`src/rtl/add_pkg.sv`:
```
// Shared definitions for the shared-adder arbiter: FSM states, default
// operand/requester counts and the requester-id width.
package add_pkg;

  localparam int unsigned N_DEFAULT    = 8;
  localparam int unsigned NREQ_DEFAULT = 4;
  localparam int unsigned ID_W         = 2;

  typedef enum logic [1:0] {
    IDLE = 2'd0,
    ADD  = 2'd1,
    RESP = 2'd2
  } state_e;

endpackage

```
`src/rtl/add_nbit.sv`:
```
// Exact signed adder: two N-bit two's-complement operands, N+1-bit sum.
// Ports:
//   a_i, b_i : signed N-bit operands
//   sum_o    : signed N+1-bit exact sum
module add_nbit #(
  parameter int unsigned N = 8
) (
  input  logic signed [N-1:0] a_i,
  input  logic signed [N-1:0] b_i,
  output logic signed [N:0]   sum_o
);

  // Sign-extend both operands by one bit so the sum can never wrap.
  assign sum_o = {a_i[N-1], a_i} + {b_i[N-1], b_i};

endmodule

```
`src/rtl/add_share_arb.sv`:
```
// One shared signed adder time-multiplexed between NREQ requesters with a
// round-robin grant and a single registered response channel.
// Ports:
//   clk, rst_n          : clock, asynchronous active-low reset
//   req_valid/req_ready : per-requester handshake (ready is combinational)
//   req_a, req_b        : packed signed operands, requester i at [i*N +: N]
//   rsp_valid/rsp_ready : response handshake
//   rsp_id              : owning requester of the response
//   rsp_sum, rsp_ovf    : exact N+1-bit sum and N-bit signed overflow flag
module add_share_arb
  import add_pkg::*;
#(
  parameter int unsigned N    = N_DEFAULT,
  parameter int unsigned NREQ = NREQ_DEFAULT
) (
  input  logic                   clk,
  input  logic                   rst_n,
  input  logic [NREQ-1:0]        req_valid,
  output logic [NREQ-1:0]        req_ready,
  input  logic [NREQ*N-1:0]      req_a,
  input  logic [NREQ*N-1:0]      req_b,
  output logic                   rsp_valid,
  input  logic                   rsp_ready,
  output logic [ID_W-1:0]        rsp_id,
  output logic signed [N:0]      rsp_sum,
  output logic                   rsp_ovf
);

  state_e                state_q, state_d;
  logic [ID_W-1:0]       ptr_q, ptr_d;
  logic [ID_W-1:0]       g_q, g_d;
  logic signed [N-1:0]   a_q, a_d;
  logic signed [N-1:0]   b_q, b_d;
  logic                  rsp_valid_q, rsp_valid_d;
  logic [ID_W-1:0]       rsp_id_q, rsp_id_d;
  logic signed [N:0]     rsp_sum_q, rsp_sum_d;
  logic                  rsp_ovf_q, rsp_ovf_d;

  logic                  grant_found;
  logic [ID_W-1:0]       grant_idx;
  logic [ID_W-1:0]       cand;
  logic [N-1:0]          sel_a, sel_b;
  logic signed [N:0]     sum_w;
  logic                  accept;

  // Rotated priority search: first valid requester starting at ptr+1.
  // The ID_W-bit add wraps naturally because NREQ == 2**ID_W.
  always_comb begin
    grant_found = 1'b0;
    grant_idx   = '0;
    cand        = '0;
    for (int unsigned k = 1; k <= NREQ; k++) begin
      cand = ptr_q + ID_W'(k);
      if (!grant_found && req_valid[cand]) begin
        grant_found = 1'b1;
        grant_idx   = cand;
      end
    end
  end

  // Operand mux for the granted requester.
  always_comb begin
    sel_a = '0;
    sel_b = '0;
    for (int unsigned i = 0; i < NREQ; i++) begin
      if (ID_W'(i) == grant_idx) begin
        sel_a = req_a[i*N +: N];
        sel_b = req_b[i*N +: N];
      end
    end
  end

  // Ready only in IDLE, only for the grant, and never while reset is held.
  always_comb begin
    req_ready = '0;
    if (rst_n && (state_q == IDLE) && grant_found) begin
      req_ready[grant_idx] = 1'b1;
    end
  end

  assign accept = |(req_valid & req_ready);

  add_nbit #(.N(N)) u_add (
    .a_i   (a_q),
    .b_i   (b_q),
    .sum_o (sum_w)
  );

  // Next-state and datapath register updates.
  always_comb begin
    state_d     = state_q;
    ptr_d       = ptr_q;
    g_d         = g_q;
    a_d         = a_q;
    b_d         = b_q;
    rsp_valid_d = rsp_valid_q;
    rsp_id_d    = rsp_id_q;
    rsp_sum_d   = rsp_sum_q;
    rsp_ovf_d   = rsp_ovf_q;
    unique case (state_q)
      IDLE: begin
        if (accept) begin
          a_d     = sel_a;
          b_d     = sel_b;
          g_d     = grant_idx;
          state_d = ADD;
        end
      end
      ADD: begin
        rsp_sum_d   = sum_w;
        rsp_ovf_d   = sum_w[N] ^ sum_w[N-1];
        rsp_id_d    = g_q;
        rsp_valid_d = 1'b1;
        state_d     = RESP;
      end
      RESP: begin
        if (rsp_ready) begin
          ptr_d       = rsp_id_q;
          rsp_valid_d = 1'b0;
          state_d     = IDLE;
        end
      end
      default: state_d = IDLE;
    endcase
  end

  always_ff @(posedge clk or negedge rst_n) begin
    if (!rst_n) begin
      state_q     <= IDLE;
      ptr_q       <= ID_W'(NREQ - 1);
      g_q         <= '0;
      a_q         <= '0;
      b_q         <= '0;
      rsp_valid_q <= 1'b0;
      rsp_id_q    <= '0;
      rsp_sum_q   <= '0;
      rsp_ovf_q   <= 1'b0;
    end else begin
      state_q     <= state_d;
      ptr_q       <= ptr_d;
      g_q         <= g_d;
      a_q         <= a_d;
      b_q         <= b_d;
      rsp_valid_q <= rsp_valid_d;
      rsp_id_q    <= rsp_id_d;
      rsp_sum_q   <= rsp_sum_d;
      rsp_ovf_q   <= rsp_ovf_d;
    end
  end

  assign rsp_valid = rsp_valid_q;
  assign rsp_id    = rsp_id_q;
  assign rsp_sum   = rsp_sum_q;
  assign rsp_ovf   = rsp_ovf_q;

endmodule

```
`config.mk`:
```
export PLATFORM = sky130hd
export DESIGN_NAME = add_share_arb
export DESIGN_NICKNAME = d
export VERILOG_FILES = /design/src/rtl/add_pkg.sv /design/src/rtl/add_nbit.sv /design/src/rtl/add_share_arb.sv
export SDC_FILE = /design/constraint.sdc
export NUM_CORES = 1
export LEC_CHECK = 0
export CORE_MARGIN = 1.5
export CORE_UTILIZATION = 46
export DETAILED_ROUTE_END_ITERATION = 6
export PLACE_DENSITY_LB_ADDON = 0.08
export SYNTH_ARGS = -nofsm -noshare
export SYNTH_HDL_FRONTEND = slang
export SYNTH_HIERARCHICAL = 1
export SYNTH_SLANG_ARGS = --single-unit
```
`constraint.sdc`:
```
create_clock -name clk -period 2.35 [get_ports clk]
set_input_delay 0.47 -clock clk [delete_from_list [all_inputs] [get_ports clk]]
set_output_delay 0.47 -clock clk [all_outputs]
set_load 0.02 [all_outputs]
```
==> metrics.txt, run 1 <==
CTS tree=yes; Worst setup SP type=flip-flop; busiest grt layer=met2; area grow syn2layout=46.6%; Power Internal=around 2.6 mW; Placeable Area=5140 um2; GRT Resource Usage Total=0.224; CTS Root Cell=clkbuf_8; Clock Pin Slew Worst Setup and Hold Paths=about 0.07 ns; DIE WIDTH=76.4 um; CP max stage cell=dfstp_2; grt met2 use=0.384; syn avg cell area=10.5 um2; H-tree levels=2; mapped cell area=approximately 2500 um2; met1 GRT Util=0.288; Worst path max stage delay=0.56 ns; Initial Utilization=0.482; HPWL Detailed=between 4000 and 5000 um; commonest cells after routing, fill and taps aside=clkdlybuf4s50_1 (78), dfrtp_1 (33), buf_4 (20); total CTS buffers=5; # rows=26; routed via count=2241; Non-Filler Instances=408; drt initial violations=101; Die ar.=just under 6000 um2; CP bufs+invs=2; Die Y-Extent=76.4 um; worst slew pin tran=0.550 ns; Gate power share=0.594; number of max-cap violations=0; # setup viols final=0; Seq pwr share=0.256; dpl cell area=approximately 3500 um2; via/cell ratio=approximately 5.5; Final period util=0.970; DP Cell Count=399; NetSw=1.71 mW; Synth top area share=0.333; share of cells above drive strength 1=0.225; final slew viol count=0; Worst Path Max Fanout=7; fin util=0.707; sw frac=0.394; Final Hold Viols=0; leakage=1.57 nW; max_slew headroom=0.633; drt pass-1 iters=4; unique cell type count in the Yosys netlist=49; YS warnings=6; largest net degree at the start of global routing=36; diode count=0; crit path DAT=approximately 1.8 ns; clk sinks=35; most common cell after layout, fill and taps aside=clkdlybuf4s50_1; DRT Wirelength=6360 um; Setup CP Type=flip-flop to output pin; critical-path cell list=and2b_1 > buf_4 > o21ai_4 > nand3_4 > and2_4 > buf_2; vias in the first global route=2258; Max VDD drop=0.000500 V; outcome=complete, no violations; worst skew pair latency=0.29 ns; initial antenna violation count=0; clk_skew=0.00638 ns; minimum clock period=2.28 ns; syn nets=~320; design area=3630 um2; # hold bufs at CTS=0; top cells by area, synth=dfrtp_1 (33%), mux2i_1 (6.5%), mux2_2 (5.9%), o31ai_1 (4.8%), a21bo_1 (4.0%); NumNets Final=~420; HP Class=input pin to asynchronous set/reset pin; IO buf count=87; Post-synth top flop=dfrtp_1; Pwr Density=1190 nW/um2; Max Clock Freq=439 MHz; met3 Use GR=0.0347; sequential area share after synthesis=0.354; maximum root-to-sink buffer count=2; I/O pin cnt=88; drt drc=0; total congestion overflow=0; #FFs+latches synth=35; crit-path leading delay family=flip-flops; CP required=1.88 ns; Clk pwr share=0.150; R2R Setup Slk=~0.12 ns; Crit. End Element=output pin; RSZ-0062 raised after global routing=no; Async SR Flop Fraction=1.00; wire length per cell=15.6 um; EDFF count, synth=0; first-pass GRT wire length=10500 um; cells after synthesis=around 240; cell taking the most area after synthesis=dfrtp_1; antenna viol nets, final=0; routability cong.=about 0.81
[metrics by stage]
| stage | hold WS (ns) | setup slack, ns | TNS (ns) | power, mW |
|---|---|---|---|---|
| floorplan | 0.174 | 0.225 | 0 | 2.83 |
| global placement | 0.458 | -0.519 | -1.99 | 3.60 |
| detailed placement | 0.495 | -0.553 | -2.15 | 3.68 |
| CTS | 0.326 | 0.0308 | 0 | 4.35 |
| global route | 0.341 | 0.0125 | 0 | 4.64 |
| finish | 0.320 | 0.0699 | 0 | 4.33 |
[cells by family (layout without fill, tap and decap cells)]
family,after synthesis,after routing,share of synthesized area
adders and majority gates,9,9,0.0485
DFF,35,35,0.354
buffers and inverters,18,119,0.0399
xor gates and xnor gates,6,6,0.0212
and+or+nand+nor,61,61,0.143
muxes,30,30,0.128
AOI/OAI and AO/OA,78,78,0.265
[repair_timing]
action                                  in CTS  in global routing
gates resized for setup                     21                  2
pin swaps                                    1                  2
setup buffers                                1                  0
cloned                                       0                  0
hold endpoints to repair                     0                  0
endpoints found under the setup margin       4                  3
[cells in the mapped netlist, types with 2 or more instances]
master,count
xnor2_1,4
nand2_1,19
a21oi_1,8
ha_1,8
o21ai_1,2
buf_6,3
a21bo_2,6
clkbuf_1,4
buf_2,7
nand4_1,16
nor2b_1,4
o31ai_1,16
o211ai_1,10
dfstp_2,2
mux2i_1,16
a21bo_1,10
inv_1,3
nor2_1,7
o21ai_0,4
nand2b_1,2
dfrtp_1,33
o211ai_2,8
mux2_2,13
a21o_1,4
a211oi_1,2
nand3_4,2
xor2_1,2
[cell type report]
cell class / count / area (um2)
Clock buffer: 5 / 68.8
Inverter: 4 / 15.0
Sequential cell: 35 / 878
Clock inverter: 3 / 67.6
Tap cell: 70 / 87.6
Timing Repair Buffer: 107 / 1010
Fill cell: 442 / 1510
Multi-Input combinational cell: 184 / 1510
[state kept, by name, indices dropped and copies added, names as in the netlist]
register   flops
rsp_sum        9
rsp_ovf        1
state_q        2
ptr_q          2
g_q            2
rsp_valid      1
a_q            8
b_q            8
rsp_id         2
[metal layers]
layer,vias to the layer above,wire length [um]
li1,1101,-
met1,1059,2890
met2,73,3100
met3,8,268
met4,0,109
met5,-,0
[final timing paths]
kind                               start            to  cells after the start
worst max-delay path            ptr_q[0]  req_ready[1]                      6
worst min-delay path               rst_n    rsp_sum[3]                      2
worst max register to register    a_q[0]       rsp_ovf                      8
worst min register to register    g_q[1]        g_q[1]                      2
max in group asynchronous          rst_n      ptr_q[0]                      2
min in group clk                  g_q[1]        g_q[1]                      2
[power groups by stage]
stage / Clock, mW / Combinational [mW] / Sequential (mW)
final: 0.649 / 2.57 / 1.11
after global routing: 0.677 / 2.81 / 1.15
after CTS: 0.659 / 2.58 / 1.11
after detailed placement: 0 / 2.56 / 1.12
after global placement: 0 / 2.50 / 1.10
after floorplan: 0 / 1.62 / 1.22
[worst register-to-register path: stages (launching register included)]
cell and delay [ns]:
dfrtp_1 0.39, ha_1 0.25, fa_1 0.43, a21o_1 0.20, a21oi_1 0.27, o211ai_1 0.15, o21ai_0 0.16, xnor2_1 0.17
a21oi_1 0.08
No activity file was read; power rests on OpenSTA's default activity.
==> run 2: changes to the inputs <==
--- a/config.mk
+++ b/config.mk
@@ -8,7 +8,9 @@
 export CORE_MARGIN = 1.5
 export CORE_UTILIZATION = 46
 export DETAILED_ROUTE_END_ITERATION = 6
+export GPL_TIMING_DRIVEN = 0
 export PLACE_DENSITY_LB_ADDON = 0.08
+export SETUP_SLACK_MARGIN = 0.02
 export SYNTH_ARGS = -nofsm -noshare
 export SYNTH_HDL_FRONTEND = slang
 export SYNTH_HIERARCHICAL = 1
==> metrics.txt, run 2 (same netlist as run 1, synthesis figures left out) <==
worst slew pin tran=0.454 ns (-0.0957 ns); dpl cell area=3430 um2 (-2.0%); # hold bufs at CTS=0 (unchanged); Setup CP Type=flip-flop to output pin; Max VDD drop=0.000465 V (-6.9%); total CTS buffers=5 (unchanged); Die Y-Extent=76.4 um (unchanged); wire length per cell=14.7 um (-5.7%); CTS tree=yes; I/O pin cnt=88 (unchanged); Worst Path Max Fanout=3 (-4); # rows=26 (unchanged); number of max-cap violations=0 (unchanged); HPWL Detailed=4730 um (-4.8%); outcome=complete, but fails checks; GRT Resource Usage Total=0.228 (+0.00339); max reg flops=9 (unchanged); area grow syn2layout=48.7%; drt pass-1 iters=4 (unchanged); HP Class=input pin to asynchronous set/reset pin; clk sinks=35 (unchanged); drt initial violations=84 (-17%); DRT Wirelength=6110 um (-4.1%); maximum root-to-sink buffer count=2 (unchanged); final slew viol count=0 (unchanged); reg2reg end=rsp_ovf; minimum clock period=2.39 ns (+0.108 ns); first-pass GRT wire length=10600 um (+0.99%); share of cells above drive strength 1=0.241 (+0.0157); Final Hold Viols=0 (unchanged); NumNets Final=424 (+1.7%); Non-Filler Instances=415 (+1.7%); Crit. End Element=output pin; Pwr Density=1160 nW/um2 (-2.4%); Placeable Area=5140 um2 (unchanged); R2R Setup Slk=0.23 ns (+0.11 ns); vias in the first global route=2287 (+1.3%); RSZ-0062 raised after global routing=yes; DP Cell Count=394 (-1.3%); commonest cells after routing, fill and taps aside=clkdlybuf4s50_1 (78), dfrtp_1 (33), nand2_1 (19); largest net degree at the start of global routing=37 (+2.8%); initial antenna violation count=0 (unchanged); # setup viols final=3 (+3); CTS Root Cell=clkbuf_8; leakage=1.60 nW (+1.6%); Clock Pin Slew Worst Setup and Hold Paths=0.07 ns (about the same); IO buf count=87 (unchanged); DIE WIDTH=76.4 um (unchanged); design area=3680 um2 (+1.4%); CP Capture Point=req_ready[0]; diode count=0 (unchanged); H-tree levels=2 (unchanged); most common cell after layout, fill and taps aside=clkdlybuf4s50_1; Die ar.=5840 um2 (unchanged); max_slew headroom=0.697 (+0.0638); routed via count=2218 (-1.0%); crit path DAT=1.92 ns (+0.11 ns); routability cong.=0.809 (+0.40%); failing checks=negative setup slack; antenna viol nets, final=0 (unchanged); PnR worst setup slack=-0.0381 ns (-0.108 ns); total power=4.29 mW (-1.0%); Worst Reg-to-Reg Cells=8 (unchanged); crit path launch=ptr_q[0]; Final period util=1.02 (+0.0459); total congestion overflow=0 (unchanged); drt drc=0 (unchanged); clk_skew=0.00689 ns (+0.000503 ns); Initial Utilization=0.482 (unchanged); worst r2r src=a_q[0]; via/cell ratio=5.34 (-2.7%); CP required=1.88 ns (about the same); worst skew pair latency=0.29 ns (about the same); Max Clock Freq=419 MHz (-4.5%); Worst setup SP type=flip-flop
==> run 2: area by class of cell <==
type	instances	area [um2]
Clock buffer	6	82.6
Clock inverter	2	35.0
Tap cell	70	87.6
Buffer	14	100
Multi-Input combinational cell	184	1530
Inverter	4	15.0
Fill cell	433	1460
Sequential cell	35	878
Timing Repair Buffer	100	955
==> run 2: critical path, stage by stage, from the launching register on <==
cell	delay, ns
dfstp_2	0.57
and2b_2	0.26
or2_4	0.25
a21oi_4	0.17
buf_6	0.13
nor2b_4	0.13
buf_6	0.11
==> run 2: worst min-delay path by stage <==
| stage | end | slack (ns) | cells past startpoint |
|---|---|---|---|
| floorplan | a_q[0] | 0.17 | 0 |
| global placement | g_q[1] | 0.46 | 2 |
| detailed placement | g_q[1] | 0.46 | 2 |
| CTS | rsp_sum[5] | 0.14 | 1 |
| global route | rsp_sum[7] | 0.16 | 1 |
| finish | rsp_sum[5] | 0.13 | 1 |
==> run 2: where the power goes <==
part           internal, mW  leakage [nW]  total, mW  switching (mW)
logic                  1.33          1.11       2.61            1.27
registers             0.914         0.423       1.12           0.205
clock network         0.343        0.0612      0.561           0.218
total                  2.59          1.60       4.29            1.70
==> run 2: what timing repair did <==
action,CTS,global route
endpoints found under the hold margin,0,0
setup buffers,12,1
gates resized for setup,34,4
cloned,0,0
pin swaps,4,2
endpoints found under the setup margin,4,4
==> run 2: per-stage QoR <==
step	hold slack, ns	util	worst slack, ns	setup TNS [ns]
3_3_place_gp	0.460	0.669	-1.86	-24.71
4_1_cts	0.141	0.713	-0.0440	-0.0794
2_1_floorplan	0.174	-	0.225	0
5_1_grt	0.156	0.717	-0.0898	-0.284
6_report	0.129	0.717	-0.0381	-0.0972
3_5_place_dp	0.462	0.668	-0.832	-3.73
==> run 2: routing by layer <==
layer	track usage	vias up	wire (um)
met3	0.0527	10	321
met4	0.0667	0	108
met5	0	-	0
met1	0.284	1011	2750
li1	-	1124	-
met2	0.392	73	2930
==> run 3: changes to the inputs <==
--- a/config.mk
+++ b/config.mk
@@ -5,6 +5,7 @@
 export SDC_FILE = /design/constraint.sdc
 export NUM_CORES = 1
 export LEC_CHECK = 0
+export ABC_CLOCK_PERIOD_IN_PS = 2350
 export CORE_MARGIN = 1.5
 export CORE_UTILIZATION = 46
 export DETAILED_ROUTE_END_ITERATION = 6
==> results of run 3 <==
Same layout as run 2: the final DEF is identical, and so are final timing and power.
